===== config.mk =====
export PLATFORM = sky130hd
export DESIGN_NAME = bounce_emulator
export DESIGN_NICKNAME = d
export VERILOG_FILES = /design/src/rtl/bounce_emulator.sv
export SDC_FILE = /design/constraint.sdc
export NUM_CORES = 1
export LEC_CHECK = 0
export BUFFER_PORTS_ARGS = -buffer_cell sky130_fd_sc_hd__buf_4
export CORE_MARGIN = 5
export CORE_UTILIZATION = 55
export CTS_CLUSTER_SIZE = 12
export DETAILED_ROUTE_END_ITERATION = 10
export PLACE_DENSITY = 0.75
export SKIP_CTS_REPAIR_TIMING = 1
export SYNTH_ARGS = -nofsm -noshare
export SYNTH_HDL_FRONTEND = slang
export SYNTH_SLANG_ARGS = --single-unit

===== constraint.sdc =====
create_clock -name CLK -period 2.3 [get_ports CLK]
set_clock_uncertainty 0.05 [all_clocks]
set_input_delay 0.23 -clock CLK [delete_from_list [all_inputs] [get_ports CLK]]
set_output_delay 0.23 -clock CLK [all_outputs]
set_load 0.02 [all_outputs]

===== src/rtl/bounce_emulator.sv =====
// Bouncy-switch emulator: every CLEAN_IN level change makes RAW_OUT chatter for BOUNCE_CYCLES, then settle.
// Latency: 2-flop sync + 1 detect edge; RAW_OUT == level BOUNCE_CYCLES edges after the last detect.
// No backpressure. Define BOUNCE_ONE_SIDED_EN to bounce rising changes only.
module bounce_emulator #(
    parameter int unsigned BOUNCE_CYCLES = 1000000,
    parameter int unsigned MIN_HOLD      = 16,
    parameter int unsigned MAX_HOLD_LOG2 = 12,
    parameter logic [15:0] LFSR_SEED     = 16'hACE1
) (
    input  logic       CLK,
    input  logic       RST,
    input  logic       CLEAN_IN,
    output logic       RAW_OUT,
    output logic       BUSY,
    output logic [7:0] TOGGLES
);
    localparam int unsigned WIN_W  = $clog2(BOUNCE_CYCLES + 1);
    localparam int unsigned HOLD_W = $clog2(MIN_HOLD + (1 << MAX_HOLD_LOG2));
    localparam logic [15:0] LFSR_MASK = 16'hB400;
    localparam logic [15:0] SEED_EFF  = (LFSR_SEED == 16'h0000) ? 16'h0001 : LFSR_SEED;
    localparam logic [WIN_W-1:0]  WIN_LOAD = WIN_W'(BOUNCE_CYCLES - 1);
    localparam logic [HOLD_W-1:0] HOLD_MIN = HOLD_W'(MIN_HOLD);

    typedef enum logic {IDLE, BOUNCE} state_t;

    state_t            state_q, state_d;
    logic              sync_meta_q, sync_q;
    logic              level_q, level_d;
    logic              raw_q, raw_d;
    logic [WIN_W-1:0]  win_q, win_d;
    logic [HOLD_W-1:0] hold_q, hold_d, hold_load;
    logic [7:0]        tog_q, tog_d;
    logic [15:0]       lfsr_q, lfsr_d;
    logic              change, enter;

    assign change = (sync_q != level_q);
`ifdef BOUNCE_ONE_SIDED_EN
    assign enter  = change & sync_q;
`else
    assign enter  = change;
`endif

    // Reload with interval-1 so the next toggle lands exactly `interval` edges later.
    assign hold_load = HOLD_MIN + HOLD_W'(lfsr_q[MAX_HOLD_LOG2-1:0]) - HOLD_W'(1);
    assign lfsr_d    = lfsr_q[0] ? ((lfsr_q >> 1) ^ LFSR_MASK) : (lfsr_q >> 1);

    always_ff @(posedge CLK) begin
        if (RST) begin
            state_q     <= IDLE;
            sync_meta_q <= 1'b0;
            sync_q      <= 1'b0;
            level_q     <= 1'b0;
            raw_q       <= 1'b0;
            win_q       <= '0;
            hold_q      <= '0;
            tog_q       <= 8'd0;
            lfsr_q      <= SEED_EFF;
        end else begin
            state_q     <= state_d;
            sync_meta_q <= CLEAN_IN;
            sync_q      <= sync_meta_q;
            level_q     <= level_d;
            raw_q       <= raw_d;
            win_q       <= win_d;
            hold_q      <= hold_d;
            tog_q       <= tog_d;
            lfsr_q      <= lfsr_d;
        end
    end

    always_comb begin
        state_d = state_q;
        level_d = level_q;
        raw_d   = raw_q;
        win_d   = win_q;
        hold_d  = hold_q;
        tog_d   = tog_q;
        case (state_q)
            IDLE: begin
                if (enter) begin
                    level_d = sync_q;
                    raw_d   = ~raw_q;
                    win_d   = WIN_LOAD;
                    hold_d  = hold_load;
                    tog_d   = 8'd1;
                    state_d = BOUNCE;
                end else if (change) begin
                    level_d = sync_q;
                    raw_d   = 1'b0;
                    tog_d   = 8'd0;
                end
            end
            BOUNCE: begin
                if (change || (win_q != '0)) begin
                    // A retrigger only restarts the window; the toggle train keeps running.
                    if (change) begin
                        level_d = sync_q;
                        win_d   = WIN_LOAD;
                    end else begin
                        win_d   = win_q - WIN_W'(1);
                    end
                    if (hold_q == '0) begin
                        raw_d  = ~raw_q;
                        hold_d = hold_load;
                        tog_d  = (tog_q == 8'hFF) ? tog_q : tog_q + 8'd1;
                    end else begin
                        hold_d = hold_q - HOLD_W'(1);
                    end
                end else begin
                    raw_d   = level_q;
                    state_d = IDLE;
                end
            end
            default: state_d = IDLE;
        endcase
    end

    always_comb begin
        BUSY    = (state_q == BOUNCE);
        RAW_OUT = raw_q;
        TOGGLES = tog_q;
    end
endmodule


# --- Word-level counts from Yosys, hierarchy flattened ---
# Cells that the tools add are included.
op_classes:
  mux: 24
  n_eq_ne: 7
  n_addsub: 5
  bitwise_logic: 3
  reduce_logical: 6
ops:
  columns: ["cell", "count"]
  rows:
  - ["two-way mux 20 bit", 3]
  - ["case mux 20 bit (2 select lines)", 1]
  - ["two-way mux 13 bit", 3]
  - ["two-way mux 8 bit", 4]
  - ["case mux 13 bit (2 select lines)", 1]
  - ["subtractor 13 x 1 -> 13 bit, second input constant", 2]
  - ["nonzero test 20 bit", 1]
  - ["subtractor 20 x 1 -> 20 bit, second input constant", 1]
  - ["two-way mux 16 bit", 1]
  - ["case mux 8 bit (2 select lines)", 1]
  - ["adder 5 x 12 -> 13 bit, first input constant", 1]
  - ["logical NOT 13 bit", 1]
  - ["adder 8 x 1 -> 8 bit, second input constant", 1]
  - ["== test 8 bit, second input constant", 1]
  - ["two-way mux 1 bit", 7]
  - ["case mux 1 bit (2 select lines)", 3]
  - ["!= test 2 x 1 -> 1 bit, second input constant", 2]
  - ["!= test 2 bit, second input constant", 2]
  - ["NOT 3 -> 4 bit", 1]
  - ["AND reduction 2 bit", 2]
  - ["AND reduction 4 bit", 1]
  - ["!= test 3 x 2 -> 1 bit, second input constant", 1]
  - ["NOT 1 bit", 2]
  - ["logical OR 1 bit", 1]
  - ["!= test 1 bit", 1]
word_totals:
  out_inout_bits: 10
  register_bits: 62
  wordCells: 54
  in_bits: 3

# --- Logic depth before layout (Yosys ltp) ---
# Gate-level depths: netlist of run 1.
logic_depth:
  word_depth: 5
  ltp_mapped: 9
  depth_no_buf: 7

# --- Least setup slack after synthesis of run 1 ---
# No wires, ideal clock.
synth_path:
  kind: "flip-flop to flip-flop"
  start: "register hold_q[0]"
  end: "register tog_q[2] (netlist: TOGGLES[2])"
  setup_ps: 135
  stages_incl_launch_ff: 9
  t_arrival_ps: 2210
  n_path_buf: 1
  setup_slack_ps: -95
  t_required_ps: 2115
  cell_sequence: "dfxtp_1 inv_1 ha_1 or4b_4 o41ai_4 o211ai_1 buf_2 o311ai_0 o41ai_1"
synth_between:
  elab_chain_len: 3
synth_lines:
  columns: ["item", "line", "text"]
  rows:
  - ["start, declared", "31", "logic [HOLD_W-1:0] hold_q, hold_d, hold_load;"]
  - ["start signal, assigned", "65", "hold_q <= hold_d;"]
  - ["logical NOT 13 bit", "102", "if (hold_q == '0) begin"]
  - ["!= test 2 x 1 -> 1 bit (no source line)", null, null]
  - ["AND reduction 4 bit (no source line)", null, null]
  - ["end signal, assigned", "66", "tog_q <= tog_d;"]
  - ["end, declared", "32", "logic [7:0] tog_q, tog_d;"]
# Every way passes these cells.
# A chain may end at the register's enable or synchronous reset.

# --- Worst setup path after layout of run 1 ---
layout_path:
  start: "register hold_q[6]"
  end: "register tog_q[7] (netlist: TOGGLES[7])"
# The elaborated chain is that of the path after synthesis.

==> flow_metrics.tcl, run 1 <==
set metrics [dict create \
    gr-usage-met2_pct 34.5 \
    yosys-top-cells-count "62 x dfxtp_1, 42 x a21oi_1, 23 x nand2_1, 23 x o21ai_0, 19 x nor2_1" \
    outcome "complete, but fails checks" \
    overflow 0 \
    yosysTopAreaCell "dfxtp_1" \
    worstPathRequired_ns 2.52 \
    cts_tree "yes" \
    portBuffers 12 \
    numCtsBuffers 9 \
    cts_max_level 3 \
    clk_latency_ns 0.34 \
    grt_max_degree 54 \
    synth-simple-area-share_pct 24.8 \
    fp.dieArea_sq_um 7390 \
    syn_avg_cell_area_sq_um 8.56 \
    synth_nets 379 \
    cts.sinks 62 \
    yosys_warnings 0 \
    grt_pass1_wl_mm 12.6 \
    clockRootBuffer "clkbuf_8" \
    route.vias.total 3023 \
    synthAdderAreaFrac_pct 1.97 \
    ys_types 54 \
    wl_per_cell_um 15.6 \
    top_usage_layer "met2" \
    ant_nets 0 \
    rr_worst_depth 5 \
    worstHoldStart "CLEAN_IN" \
    crit_chain "or4_4 -> o41ai_4 -> o211ai_1 -> or4_1 -> a21oi_1" \
    cp-end-kind "register" \
    die_w_um 86.0 \
    critical_path_class "register to register" \
    core-area_sq_um 5570 \
    wl_mm 7.67 \
    rsz0062_at_grt "true" \
    synth_mux_area_share_pct 0.355 \
    io_pins 13 \
    n_antenna_cell 0 \
    cts_buffer_depth 2 \
    synthXorXnorAreaFrac_pct 4.69 \
    ys_seq_elements 62 \
    max_freq_mhz 429 \
    maxCapViolations 0 \
    slew_viol_final 0 \
    worst_ep_arrival_time_ns 2.55 \
    ys.flop_type "dfxtp_1" \
    grt_pass1_vias 2770 \
    synth_area_leaders "dfxtp_1 39%, a21oi_1 6.6%, o21ai_0 3.6%, nand2_1 2.7%, o31ai_1 2.6%" \
    critPathSlowestCell "or4_4" \
    drive_above_1_share_pct 24.0 \
    max_stage_delay_ns 0.56 \
    start_util_pct 56.9 \
    grtUsageMet3_pct 3.94 \
    vias_per_cell 6.14 \
    p_per_area_nw_per_um2 841 \
    cellLeakagePower_uw 0.00147 \
    start_kind "register" \
    synth_cells 371 \
    startpoint "hold_q[6]$_SDFFE_PP0P_" \
    hpwlAfterDp_mm 5.11 \
    finalSetupViolCount 5 \
    worst_slew_pin_slew_ns 0.677 \
    hold_viol_final 0 \
    fp.dieH_um 86.0 \
    whs_path_depth 2 \
    synth_compound_area_share_pct 25.5 \
    hold-path-endpoint "sync_meta_q$_SDFF_PP0_" \
    drt_iter0_markers 160 \
    yosysMostFrequentCell "dfxtp_1" \
    fin_setup_tns_ns -0.111 \
    slew_headroom_pct 54.5 \
    gr-usage-met1_pct 26.9 \
    firstDrtPassIters 5 \
    post-route-drc-count 0 \
    placementRows 27 \
    worst-path-max-fanout 4 \
    worstReg2RegStart "hold_q[6]$_SDFFE_PP0P_" \
    synth_edf_count 0 \
    finalWorstSetupSlack_ns -0.0334 \
    hold_path.class "input pin to register" \
    whs_ns 0.0527 \
    synth_top_family_by_area "compound AO/OA/AOI/OAI gates" \
    n_fill_cell 450 \
    clk_pin_slew_ns 0.07 \
    dpl_worst_slack_ns -0.0409 \
    fin_crit_ns 2.33 \
    ys_seq_area_share_pct 39.1 \
    reg2reg_slack_ns -0.03 \
    area_delta_synth_final_pct 23.0 \
    place.gp.congestion 0.892 \
    post_synth_instance_area_sq_um 3170 \
    antenna_found_initial 0 \
    violations "negative setup slack" \
    peakVddDrop_mv 0.455 \
    rr_endpoint "TOGGLES[7]$_SDFFE_PP0P_" \
    synth-async-reset-ratio_pct 0 \
    min_period_over_period_pct 101 \
    final_nets 423 \
    synth.top_cell.area_share_pct 39.1 \
    grt_usage_pct 20.8 \
]
[worst max-delay path: cells and delay by family (launching register included)]
| family | cells | cell delay [ns] |
|---|---|---|
| simple gates | 2 | 1.10 |
| compound gates | 3 | 0.80 |
| flops | 1 | 0.32 |
[power by group]
group | leakage (uW) | internal (uW) | total (uW) | switching, uW
registers | 0.000510 | 1170 | 1260 | 84.9
clock network | 0.000106 | 554 | 968 | 414
logic | 0.000851 | 471 | 1060 | 587
[through the flow]
step	instance area [sq um]	utilization [%]	std cells	total power, uW
final	3910	70.1	492	3280
after global placement	3570	64.1	475	2190
after floorplan	3180	-	371	1880
after global routing	3910	70.1	492	3450
after detailed placement	3570	64.1	475	2210
after CTS	3770	67.7	491	3180
[flip-flops by register name, indices dropped and copies added (netlist names)]
register	cells
level_q	1
win_q	20
sync_meta_q	1
BUSY	1
TOGGLES	8
lfsr_q	16
hold_q	13
RAW_OUT	1
sync_q	1
[routing by layer]
layer  up-vias  share of wire, %  routed length, um
met1      1444                47               3580
met2        84                47               3590
met5         -                 0                  0
met3        12               5.0                384
met4         0               1.5                115
li1       1483                 -                  -
[cell type report]
class / count / area [sq um] / area share [%]
Timing Repair Buffer: 52 / 405 / 10.4
Clock inverter: 4 / 45.0 / 1.15
Multi-Input combinational cell: 280 / 1930 / 49.4
Tap cell: 72 / 90.1 / 2.31
Inverter: 10 / 37.5 / 0.961
Sequential cell: 62 / 1240 / 31.8
Clock buffer: 12 / 155 / 3.97
[how the worst max path moves through the flow]
| stage | cells past startpoint | slack, ns | to |
|---|---|---|---|
| final | 5 | -0.03 | TOGGLES[7]$_SDFFE_PP0P_ |
| after global routing | 7 | -0.10 | hold_q[10]$_SDFFE_PP0P_ |
| after CTS | 7 | -0.08 | TOGGLES[6]$_SDFFE_PP0P_ |
| after detailed placement | 7 | -0.04 | TOGGLES[7]$_SDFFE_PP0P_ |
| after global placement | 5 | 0.02 | TOGGLES[5]$_SDFFE_PP0P_ |
| after floorplan | 9 | 0.002 | hold_q[7]$_SDFFE_PP0P_ |
[logic make-up (layout without fill, tap and decap cells)]
kind of cell / Yosys count / in the layout
AND/OR/NAND/NOR: 135 / 135
XOR/XNOR: 17 / 17
adder cells (fa/ha/maj): 5 / 5
multiplexers: 1 / 1
buffers and inverters: 29 / 78
flip-flops: 62 / 62
AO/OA/AOI/OAI: 122 / 122
[layout by cell type, fill, tap and decap left out, drive strengths merged, types with 9 or more instances in the layout]
cell type and instances:
dfxtp 62, o31ai 11, or3 12, inv 10, nor2b 13, buf 52, nor2 19, xor2 9
clkbuf 12, or4 13, o21ai 25, nand2 23, a21oi 42
(Power assumes the default switching activity.)
==> inputs of run 2 (changes only) <==
--- a/config.mk
+++ b/config.mk
@@ -5,12 +5,13 @@
 export SDC_FILE = /design/constraint.sdc
 export NUM_CORES = 1
 export LEC_CHECK = 0
+export ABC_AREA = 1
 export BUFFER_PORTS_ARGS = -buffer_cell sky130_fd_sc_hd__buf_4
 export CORE_MARGIN = 5
-export CORE_UTILIZATION = 55
+export CORE_UTILIZATION = 56
 export CTS_CLUSTER_SIZE = 12
 export DETAILED_ROUTE_END_ITERATION = 10
-export PLACE_DENSITY = 0.75
+export PLACE_DENSITY = 0.76
 export SKIP_CTS_REPAIR_TIMING = 1
 export SYNTH_ARGS = -nofsm -noshare
 export SYNTH_HDL_FRONTEND = slang
==> run 2 against run 1 <==
Effect of this change: the run now ends clean; hold slack got worse by 0.014 ns; combinational power barely moved; total power barely moved; critical endpoint is now TOGGLES[6]$_SDFFE_PP0P_.
==> flow_metrics.tcl, run 2 <==
set metrics [dict create \
    outcome "complete, no violations" \
    critPathSlowestCell "dfxtp_1" \
    clk_latency_ns 0.35 \
    finalSetupViolCount 0 \
    mostFrequentLayoutCells "148 x nand2_1, 79 x nor2_1, 62 x dfxtp_1, 62 x inv_1, 54 x nand3_1" \
    dpl_worst_slack_ns 0.376 \
    fp.dieH_um 91.0 \
    portBuffers 12 \
    yosysTopAreaCell "dfxtp_1" \
    cts_max_level 3 \
    n_fill_cell 608 \
    syn_avg_cell_area_sq_um 6.51 \
    firstDrtPassIters 4 \
    n_antenna_cell 0 \
    maxCapViolations 0 \
    synth_cells 564 \
    cp-end-kind "register" \
    route.vias.total 3433 \
    p_per_area_nw_per_um2 831 \
    max_stage_delay_ns 0.30 \
    ys.flop_type "dfxtp_1" \
    die_w_um 91.0 \
    synth.top_cell.area_share_pct 33.8 \
    yosys_warnings 0 \
    regMostFlops "win_q" \
    worst_ep_arrival_time_ns 2.19 \
    peakVddDrop_mv 0.540 \
    rsz0062_at_grt "false" \
    largest_registers "win_q (20), lfsr_q (16), hold_q (13)" \
    worst-path-max-fanout 31 \
    final_util_pct 62.2 \
    grt_pass1_vias 3186 \
    ys_types 35 \
    post-route-drc-count 0 \
    synth_edf_count 0 \
    placementRows 29 \
    min_period_over_period_pct 85.5 \
    finalWorstSetupSlack_ns 0.333 \
    area_delta_synth_final_pct 7.53 \
    worstPathRequired_ns 2.53 \
    drive_above_1_share_pct 12.5 \
    critPathTopFamily "simple AND/OR/NAND/NOR gates" \
    io_pins 13 \
    place.gp.congestion 0.943 \
    cts_buffer_depth 2 \
    grt_pass1_wl_mm 14.5 \
    core-area_sq_um 6350 \
    hpwlAfterDp_mm 5.92 \
    worst_slew_pin_slew_ns 0.778 \
    grt_usage_pct 21.1 \
    vias_per_cell 5.25 \
    numCtsBuffers 9 \
    cellLeakagePower_uw 0.00182 \
    start_util_pct 57.8 \
    ant_nets 0 \
    yosys-top-cells-count "148 x nand2_1, 79 x nor2_1, 62 x dfxtp_1, 62 x inv_1, 54 x nand3_1" \
    cts_tree "yes" \
    cts.sinks 62 \
    synth_nets 572 \
    start_kind "register" \
    fin_setup_tns_ns 0 \
    largest_register_ffs 20 \
    critical_path_class "register to register" \
    wl_per_cell_um 13.0 \
    hold_viol_final 0 \
    layout_commonest_cell "nand2_1" \
    crit_chain "inv_1 -> ha_1 -> nand3_1 -> nor2_2 -> nand3_4 -> nand2_4 -> inv_4 -> nand2_2 -> nand2_1 -> a21oi_1" \
    clk_pin_slew_ns 0.07 \
    slew_viol_final 0 \
    post_synth_instance_area_sq_um 3670 \
    max_freq_mhz 508 \
    final_nets 581 \
    slew_headroom_pct 48.1 \
    fin_crit_ns 1.97 \
    drt_iter0_markers 132 \
    ys_seq_area_share_pct 33.8 \
    ys_seq_elements 62 \
    clockRootBuffer "clkbuf_8" \
    fp.dieArea_sq_um 8280 \
    wl_mm 8.48 \
    hold_path.class "input pin to register" \
    synth_area_leaders "dfxtp_1 34%, nand2_1 15%, nor2_1 8.1%, nand3_1 7.4%, inv_1 6.3%" \
    antenna_found_initial 0 \
    synth-async-reset-ratio_pct 0 \
    critical_path_buf_inv_count 2 \
    yosysMostFrequentCell "nand2_1" \
    grt_max_degree 41 \
    overflow 0 \
]
-- run 2: logic make-up after synthesis --
family	share of synthesized area, %
AOI/OAI and AO/OA	10.5
xor gates and xnor gates	3.34
adders and majority gates	1.70
buffers and inverters	10.1
DFF	33.8
and+or+nand+nor	40.5
-- run 2: area by class of cell --
| class | instances | area (sq um) | area share (%) |
|---|---|---|---|
| clock inverters | 4 | 47.5 | 1.20 |
| repair buffers | 15 | 113 | 2.85 |
| clock buffers | 11 | 141 | 3.58 |
| inverters | 66 | 250 | 6.34 |
| well taps | 77 | 96.3 | 2.44 |
| flip-flops and latches | 62 | 1240 | 31.4 |
| multi-input cells | 419 | 2060 | 52.2 |
-- run 2: routing by layer --
layer / share of wire (%) / GRT usage (%) / wire length (um) / vias up
met5: 0 / 0 / 0 / -
met4: 1.6 / 7.46 / 134 / 0
met3: 3.9 / 5.04 / 334 / 14
met2: 48 / 35.3 / 4070 / 54
met1: 46 / 26.5 / 3940 / 1559
li1: - / - / - / 1806
-- run 2: report_power, final --
part | leakage (uW) | internal, uW | switching [uW]
Combinational | 0.00121 | 349 | 688
Sequential | 0.000510 | 1180 | 109
Clock | 0.0000952 | 520 | 434
-- run 2: final timing paths --
| check | depth (start not counted) | startpoint | slack [ns] | end |
|---|---|---|---|---|
| hold reg to reg | 2 | sync_meta_q$_SDFF_PP0_ | 0.34 | sync_q$_SDFF_PP0_ |
| hold / removal | 3 | CLEAN_IN | 0.04 | sync_meta_q$_SDFF_PP0_ |
| setup reg to reg | 10 | win_q[0]$_SDFFE_PP0P_ | 0.33 | TOGGLES[6]$_SDFFE_PP0P_ |
| setup / recovery | 10 | win_q[0]$_SDFFE_PP0P_ | 0.33 | TOGGLES[6]$_SDFFE_PP0P_ |
-- run 2: tightest hold or removal path, stage by stage --
cell	delay, ns
buf_4	0.08
inv_1	0.03
nor2_1	0.06
-- run 2: through the flow --
| stage | hold WS [ns] | cells | power [uW] | area, sq um |
|---|---|---|---|---|
| 6_report | 0.0383 | 654 | 3280 | 3950 |
| 4_1_cts | 0.0230 | 654 | 3300 | 3950 |
| 3_5_place_dp | 0.347 | 639 | 2340 | 3760 |
| 2_1_floorplan | 0.268 | 564 | 2150 | 3670 |
| 3_3_place_gp | 0.343 | 639 | 2320 | 3760 |
| 5_1_grt | 0.0331 | 654 | 3500 | 3950 |
